### src/rtl/grid_pkg.sv
// grid_pkg: shared sizes, grid word type and scan FSM states for the LED grid scan driver.
package grid_pkg;

    localparam int GRID_ROWS = 8;
    localparam int GRID_COLS = 8;

    typedef logic [GRID_ROWS*GRID_COLS-1:0] grid_t;

    typedef enum logic [1:0] {
        IDLE,
        LOAD,
        SHOW,
        BLANK
    } scan_state_t;

    // Larger of two integers, used to size the shared dwell/blank counter.
    function automatic int max2(input int a, input int b);
        return (a > b) ? a : b;
    endfunction

endpackage

### src/rtl/grid_scan_driver_if.sv
// grid_scan_driver_if: grid input and LED matrix output bundle of the grid scan driver.
// master = generation controller / board side, slave = the scan driver.
// With LED_DIM_EN defined the bundle also carries the column duty value.
interface grid_scan_driver_if #(
    parameter int ROW_DWELL = 4
);
    import grid_pkg::*;

    logic                 enable;
    grid_t                grid;
    logic                 grid_valid;
    logic [GRID_ROWS-1:0] row_sel;
    logic [GRID_COLS-1:0] col_data;
    logic                 frame_done;
    logic                 busy;

`ifdef LED_DIM_EN
    logic [$clog2(ROW_DWELL+1)-1:0] duty;

    modport master (
        output enable, grid, grid_valid, duty,
        input  row_sel, col_data, frame_done, busy
    );

    modport slave (
        input  enable, grid, grid_valid, duty,
        output row_sel, col_data, frame_done, busy
    );
`else
    modport master (
        output enable, grid, grid_valid,
        input  row_sel, col_data, frame_done, busy
    );

    modport slave (
        input  enable, grid, grid_valid,
        output row_sel, col_data, frame_done, busy
    );
`endif

endinterface

### src/rtl/grid_scan_driver_scan_timer.sv
// scan_timer: loadable down-counter with a terminal-count flag; times both row dwell and blanking.
// The counter holds at zero once reached; tc is high while the count is zero.
// With LED_DIM_EN defined the live count is exported so the top can locate the cycle within a dwell.
module scan_timer #(
    parameter int WIDTH = 3
) (
    input  logic             clk,
    input  logic             reset,
    input  logic             load,
    input  logic [WIDTH-1:0] load_val,
`ifdef LED_DIM_EN
    output logic [WIDTH-1:0] count,
`endif
    output logic             tc
);

    logic [WIDTH-1:0] count_reg;

    // Reload on request, otherwise count down and stop at zero.
    always_ff @(posedge clk or negedge reset) begin
        if (!reset) begin
            count_reg <= '0;
        end else if (load) begin
            count_reg <= load_val;
        end else if (count_reg != '0) begin
            count_reg <= count_reg - 1'b1;
        end
    end

    assign tc = (count_reg == '0);
`ifdef LED_DIM_EN
    assign count = count_reg;
`endif

endmodule

### src/rtl/grid_scan_driver.sv
// grid_scan_driver: scans a 64-bit life grid onto an 8x8 LED matrix, one lit row at a time.
// Incoming grids land in a pending buffer and are swapped into the display buffer only between
// frames, so one frame never mixes two generations. All outputs are registered.
// Optional feature macro: LED_DIM_EN adds a duty input that limits how long columns are lit per row.
module grid_scan_driver
    import grid_pkg::*;
#(
    parameter int ROW_DWELL    = 4,
    parameter int BLANK_CYCLES = 1
) (
    input  logic              clk,
    input  logic              reset,
    grid_scan_driver_if.slave bus
);

    localparam int TMR_W = $clog2(max2(ROW_DWELL, BLANK_CYCLES) + 1);
    localparam int ROW_W = $clog2(GRID_ROWS);
    localparam logic [TMR_W-1:0] DWELL_LOAD = TMR_W'(ROW_DWELL - 1);
    localparam logic [TMR_W-1:0] BLANK_LOAD = TMR_W'((BLANK_CYCLES > 0) ? BLANK_CYCLES - 1 : 0);
    localparam logic [ROW_W-1:0] LAST_ROW   = ROW_W'(GRID_ROWS - 1);

    scan_state_t          state_reg, state_next;
    logic [ROW_W-1:0]     row_reg, row_next;
    grid_t                pend_buf_reg;
    grid_t                disp_buf_reg, disp_next;
    logic                 pending_reg;
    logic                 row_done;
    logic                 frame_end;
    logic                 tmr_load;
    logic [TMR_W-1:0]     tmr_val;
    logic                 tmr_tc;
    logic [GRID_ROWS-1:0] row_sel_reg, row_sel_next;
    logic [GRID_COLS-1:0] col_data_reg, col_data_next;
    logic                 frame_done_reg;
    logic                 busy_reg;

`ifdef LED_DIM_EN
    localparam int DUTY_W = $clog2(ROW_DWELL + 1);
    logic [TMR_W-1:0]  tmr_count;
    logic              show_start;
    logic [DUTY_W-1:0] duty_reg, duty_next;
    int                dwell_idx;
`endif

    // Any state or row change restarts the timer with the length of the phase being entered.
    assign tmr_load = (state_next != state_reg) || (row_next != row_reg);
    assign tmr_val  = (state_next == BLANK) ? BLANK_LOAD : DWELL_LOAD;
`ifdef LED_DIM_EN
    assign show_start = tmr_load && (state_next == SHOW);
`endif

    scan_timer #(
        .WIDTH(TMR_W)
    ) u_timer (
        .clk     (clk),
        .reset   (reset),
        .load    (tmr_load),
        .load_val(tmr_val),
`ifdef LED_DIM_EN
        .count   (tmr_count),
`endif
        .tc      (tmr_tc)
    );

    // State, row, buffers and registered outputs; a new strobe always beats the LOAD clear of pending.
    always_ff @(posedge clk or negedge reset) begin
        if (!reset) begin
            state_reg      <= IDLE;
            row_reg        <= '0;
            pend_buf_reg   <= '0;
            disp_buf_reg   <= '0;
            pending_reg    <= 1'b0;
            row_sel_reg    <= '0;
            col_data_reg   <= '0;
            frame_done_reg <= 1'b0;
            busy_reg       <= 1'b0;
`ifdef LED_DIM_EN
            duty_reg       <= '0;
`endif
        end else begin
            state_reg      <= state_next;
            row_reg        <= row_next;
            disp_buf_reg   <= disp_next;
            row_sel_reg    <= row_sel_next;
            col_data_reg   <= col_data_next;
            frame_done_reg <= frame_end;
            busy_reg       <= (state_next != IDLE);
`ifdef LED_DIM_EN
            duty_reg       <= duty_next;
`endif
            if (bus.grid_valid) begin
                pend_buf_reg <= bus.grid;
                pending_reg  <= 1'b1;
            end else if (state_reg == LOAD) begin
                pending_reg  <= 1'b0;
            end
        end
    end

    // Next state: walk rows through SHOW/BLANK; enable and pending are only honoured between frames.
    always_comb begin
        state_next = state_reg;
        row_next   = row_reg;
        row_done   = 1'b0;
        frame_end  = 1'b0;
        case (state_reg)
            IDLE:    if (pending_reg && bus.enable) state_next = LOAD;
            LOAD: begin
                state_next = SHOW;
                row_next   = '0;
            end
            SHOW: begin
                if (tmr_tc) begin
                    if (BLANK_CYCLES > 0) state_next = BLANK;
                    else                  row_done   = 1'b1;
                end
            end
            BLANK:   if (tmr_tc) row_done = 1'b1;
            default: state_next = IDLE;
        endcase
        if (row_done) begin
            if (row_reg == LAST_ROW) begin
                frame_end = 1'b1;
                if (pending_reg && bus.enable) begin
                    state_next = LOAD;
                end else if (!bus.enable) begin
                    state_next = IDLE;
                end else begin
                    state_next = SHOW;
                    row_next   = '0;
                end
            end else begin
                state_next = SHOW;
                row_next   = row_reg + 1'b1;
            end
        end
    end

    // Output decode for the cycle being entered: one-hot row plus that row's byte, dark otherwise.
    always_comb begin
        disp_next     = (state_reg == LOAD) ? pend_buf_reg : disp_buf_reg;
        row_sel_next  = '0;
        col_data_next = '0;
`ifdef LED_DIM_EN
        duty_next = show_start ? bus.duty : duty_reg;
        dwell_idx = show_start ? 0 : (ROW_DWELL - int'(tmr_count));
`endif
        if (state_next == SHOW) begin
            row_sel_next  = GRID_ROWS'(1) << row_next;
            col_data_next = disp_next[{row_next, 3'b000} +: GRID_COLS];
`ifdef LED_DIM_EN
            if (dwell_idx >= int'(duty_next)) col_data_next = '0;
`endif
        end
    end

    assign bus.row_sel    = row_sel_reg;
    assign bus.col_data   = col_data_reg;
    assign bus.frame_done = frame_done_reg;
    assign bus.busy       = busy_reg;

endmodule

### src/flat_wrapper.sv
// flat-port wrapper written by rule: the top's interface ports become plain ports
module grid_scan_driver_flat import grid_pkg::*;
#(
    parameter int ROW_DWELL    = 4,
    parameter int BLANK_CYCLES = 1
)
  (clk, reset, bus_enable, bus_grid, bus_grid_valid, bus_row_sel, bus_col_data, bus_frame_done, bus_busy);
  grid_scan_driver_if #(.ROW_DWELL(ROW_DWELL)) bus_i ();
  input  logic clk;
  input  logic reset;
  input wire logic [$bits(bus_i.enable)-1:0] bus_enable;
  input wire logic [$bits(bus_i.grid)-1:0] bus_grid;
  input wire logic [$bits(bus_i.grid_valid)-1:0] bus_grid_valid;
  output wire logic [$bits(bus_i.row_sel)-1:0] bus_row_sel;
  output wire logic [$bits(bus_i.col_data)-1:0] bus_col_data;
  output wire logic [$bits(bus_i.frame_done)-1:0] bus_frame_done;
  output wire logic [$bits(bus_i.busy)-1:0] bus_busy;
  assign bus_i.enable = bus_enable;
  assign bus_i.grid = bus_grid;
  assign bus_i.grid_valid = bus_grid_valid;
  assign bus_row_sel = bus_i.row_sel;
  assign bus_col_data = bus_i.col_data;
  assign bus_frame_done = bus_i.frame_done;
  assign bus_busy = bus_i.busy;
  grid_scan_driver #(.ROW_DWELL(ROW_DWELL), .BLANK_CYCLES(BLANK_CYCLES)) u_core (.clk(clk), .reset(reset), .bus(bus_i));
endmodule
### config.mk
export PLATFORM = sky130hd
export DESIGN_NAME = grid_scan_driver_flat
export DESIGN_NICKNAME = d
export VERILOG_FILES = /design/src/rtl/grid_pkg.sv /design/src/rtl/grid_scan_driver_if.sv /design/src/rtl/grid_scan_driver_scan_timer.sv /design/src/rtl/grid_scan_driver.sv /design/src/flat_wrapper.sv
export SDC_FILE = /design/constraint.sdc
export NUM_CORES = 1
export LEC_CHECK = 0
export ABC_AREA = 1
export CORE_MARGIN = 2
export CORE_UTILIZATION = 55
export CTS_BUF_LIST = sky130_fd_sc_hd__clkbuf_8 sky130_fd_sc_hd__clkbuf_16
export DETAILED_ROUTE_END_ITERATION = 16
export HOLD_SLACK_MARGIN = 0.1
export PLACE_DENSITY = 0.84
export SLEW_MARGIN = 20
export SYNTH_ARGS = -nofsm -noshare
export SYNTH_HDL_FRONTEND = slang
export SYNTH_SLANG_ARGS = --single-unit
export TNS_END_PERCENT = 20
### constraint.sdc
create_clock -name clk -period 2.3 [get_ports clk]
set_input_delay 0.46 -clock clk [delete_from_list [all_inputs] [get_ports clk]]
set_output_delay 0.46 -clock clk [all_outputs]
set_load 0.02 [all_outputs]
==> flow_summary.json <==
{
  "io_buffers": 85,
  "coreArea_sq_um": 11600,
  "track_usage_pct": 24.1,
  "cts_setup_buffers": 0,
  "grt_overflow_total": 0,
  "ios": 86,
  "clkLatencyLatePin_ns": 0.43,
  "setup_ws_ns": 0.119,
  "cp.required_ns": 2.62,
  "finalCritPeriodShare_pct": 94.8,
  "finalSetupViolCount": 0,
  "globalplace.congestion": 0.841,
  "drc_errors": 0,
  "drt_iter0_markers": 304,
  "syn_to_final_growth_pct": 24.6,
  "critPathKind": "flip-flop to flip-flop",
  "vias": 5208,
  "synth.distinct_cells": 26,
  "grt_max_degree": 105,
  "die_h_um": 113,
  "drive_gt1_share_pct": 10.1,
  "antenna_found_initial": 0,
  "hold_violations": 0,
  "hold_ws_ns": 0.371,
  "syn_avg_cell_area_sq_um": 8.62,
  "drv_cap": 0,
  "start_util_pct": 56.9,
  "syn_nets": 836,
  "worstMarginPinSlew_ns": 0.530,
  "die_x_um": 113,
  "ys_seq_area_share_pct": 58.9,
  "skew_ns": 0.0116,
  "synth_seq_cells": 155,
  "firstDrtPassIters": 5,
  "ctsRootBufferMaster": "clkbuf_16",
  "synth_edf_count": 0,
  "synth_warnings": 0,
  "powerDensity_nw_per_um2": 1310,
  "finalWirelength_um": 14600,
  "cts_num_sinks": 155,
  "grt_setup_unrepaired": "false",
  "postSynthCellCount": 764,
  "hold_class": "input pin to flip-flop",
  "dp_slack_ns": 0.0411,
  "async_flop_share_pct": 100,
  "tns_ns": 0,
  "cp-end-kind": "flip-flop",
  "numCtsBuffers": 17,
  "maxSlewViolCount": 0,
  "dieArea_sq_um": 12900,
  "diodes": 0,
  "clock_path_buffers": 2,
  "crit_fanout": 36,
  "ir_worst_vdd_mv": 0.602,
  "drtAntennaViolNets": 0,
  "cts_tree": "done",
  "slew_headroom_pct": 64.7,
  "grt_pass1_vias": 5267,
  "status": "completed",
  "avgRoutedWirePerCell_um": 14.5,
  "nets": 921,
  "dpl.hpwl_um": 9850,
  "clkTransAtPathRegs_ns": 0.06,
  "fin_util_pct": 70.9,
  "grt_pass1_wl_um": 24300,
  "viasPerCell": 5.19,
  "synth_ff_type": "dfrtp_1",
  "p_leak_nw": 4.21,
  "cp-start-kind": "flip-flop",
  "cp_data_arrival_time_ns": 2.50,
  "rows": 39,
  "cts_htree_levels": 4,
  "syn_area_sq_um": 6580,
  "num-fill-cells": 833,
  "min_period_ns": 2.18,
  "fmax_ghz": 0.459
}
## synthesized netlist by cell type (2+ instances only)
cell	number	area, sq um
nand2_1	255	957
dfrtp_1	155	3880
o21ai_0	112	561
inv_1	94	353
nor2_1	36	135
or2_2	25	156
nand3_1	22	110
clkbuf_1	20	75.1
buf_2	8	40.0
nand2_2	5	31.3
nand2_4	5	56.3
ha_1	4	50.1
inv_2	3	11.3
buf_4	2	15.0
clkbuf_2	2	10.0
nor2_2	2	12.5
nor3_1	2	10.0
o21a_1	2	15.0
o22ai_4	2	40.0
xor2_1	2	17.5
## kinds of logic after synthesis
group                    after synthesis  synth area share (%)
adder cells (fa/ha/maj)                4                 0.760
AND/OR/NAND/NOR                      354                  22.6
XOR/XNOR                               3                 0.399
AO/OA/AOI/OAI                        118                  9.50
flip-flops                           155                  58.9
buffers and inverters                130                  7.83
## cell type report
cell class	instances	area, sq um	area share (%)
clock buffer	19	453	5.52
clock inverter	12	125	1.53
inverter	97	364	4.44
timing repair buffer	99	1000	12.2
sequential	155	3880	47.3
tap	143	179	2.18
multi-input combinational	479	2200	26.8
## final timing paths
check,slack [ns],start,to,depth (start not counted)
max,0.12,u_core.row_reg[0],u_core.bus.col_data[5],11
min,0.37,bus_grid_valid,u_core.pend_buf_reg[50],4
max reg2reg,0.12,u_core.row_reg[0],u_core.bus.col_data[5],11
min reg2reg,0.47,u_core.pend_buf_reg[25],u_core.pend_buf_reg[25],2
max in group asynchronous,1.12,reset,u_core.pend_buf_reg[9],3
min in group asynchronous,0.55,reset,u_core.pend_buf_reg[32],2
## repair_timing
item | in CTS | in global routing
hold buffers | 1 | 0
resized for setup | 0 | 5
endpoints found under the hold margin | 52 | 0
setup endpoints to repair | 0 | 9
## cells in the final DEF, fill, tap and decap left out, types with 2 or more instances in the layout
cell	count
buf_12	4
buf_4	9
bufinv_16	2
clkbuf_16	17
clkbuf_8	2
clkdlybuf4s50_1	83
clkinv_2	2
clkinvlp_4	4
dfrtp_1	155
ha_1	4
inv_1	96
inv_2	3
nand2_1	255
nand2_2	5
nand2_4	5
nand3_1	22
nor2_1	36
nor2_4	3
nor3_1	2
o21a_1	2
o21ai_0	109
o21ai_1	4
o22ai_4	2
or2_2	25
xor2_1	2
## stage by stage
step           power (mW)  std cells  instance area (sq um)
2_1_floorplan        6.66        764                   6580
5_1_grt              11.5       1004                   8200
6_report             10.7       1004                   8200
3_5_place_dp         7.87        972                   7600
3_3_place_gp         7.63        972                   7600
4_1_cts              10.7       1004                   8190
## power breakdown
part	internal, mW	switching (mW)
Combinational	1.52	2.64
Sequential	3.56	0.294
Clock	1.64	1.08
Total	6.72	4.01
## routing by layer
layer	global-route usage (%)	share of wire, %
met4	10.8	2.7
met5	0	0
met2	40.9	50
met3	5.21	4.9
met1	30.0	43
## critical path: stages, from the launching register on
cell and delay, ns:
dfrtp_1 0.43, ha_1 0.23, ha_1 0.21, inv_1 0.13, nand2_4 0.10, nand2_4 0.14, nand2_4 0.10, buf_12 0.17
o21ai_0 0.26, nand2_1 0.12, nand3_1 0.11, nand2_1 0.05
Note: power is estimated with default switching activity, not from simulation.
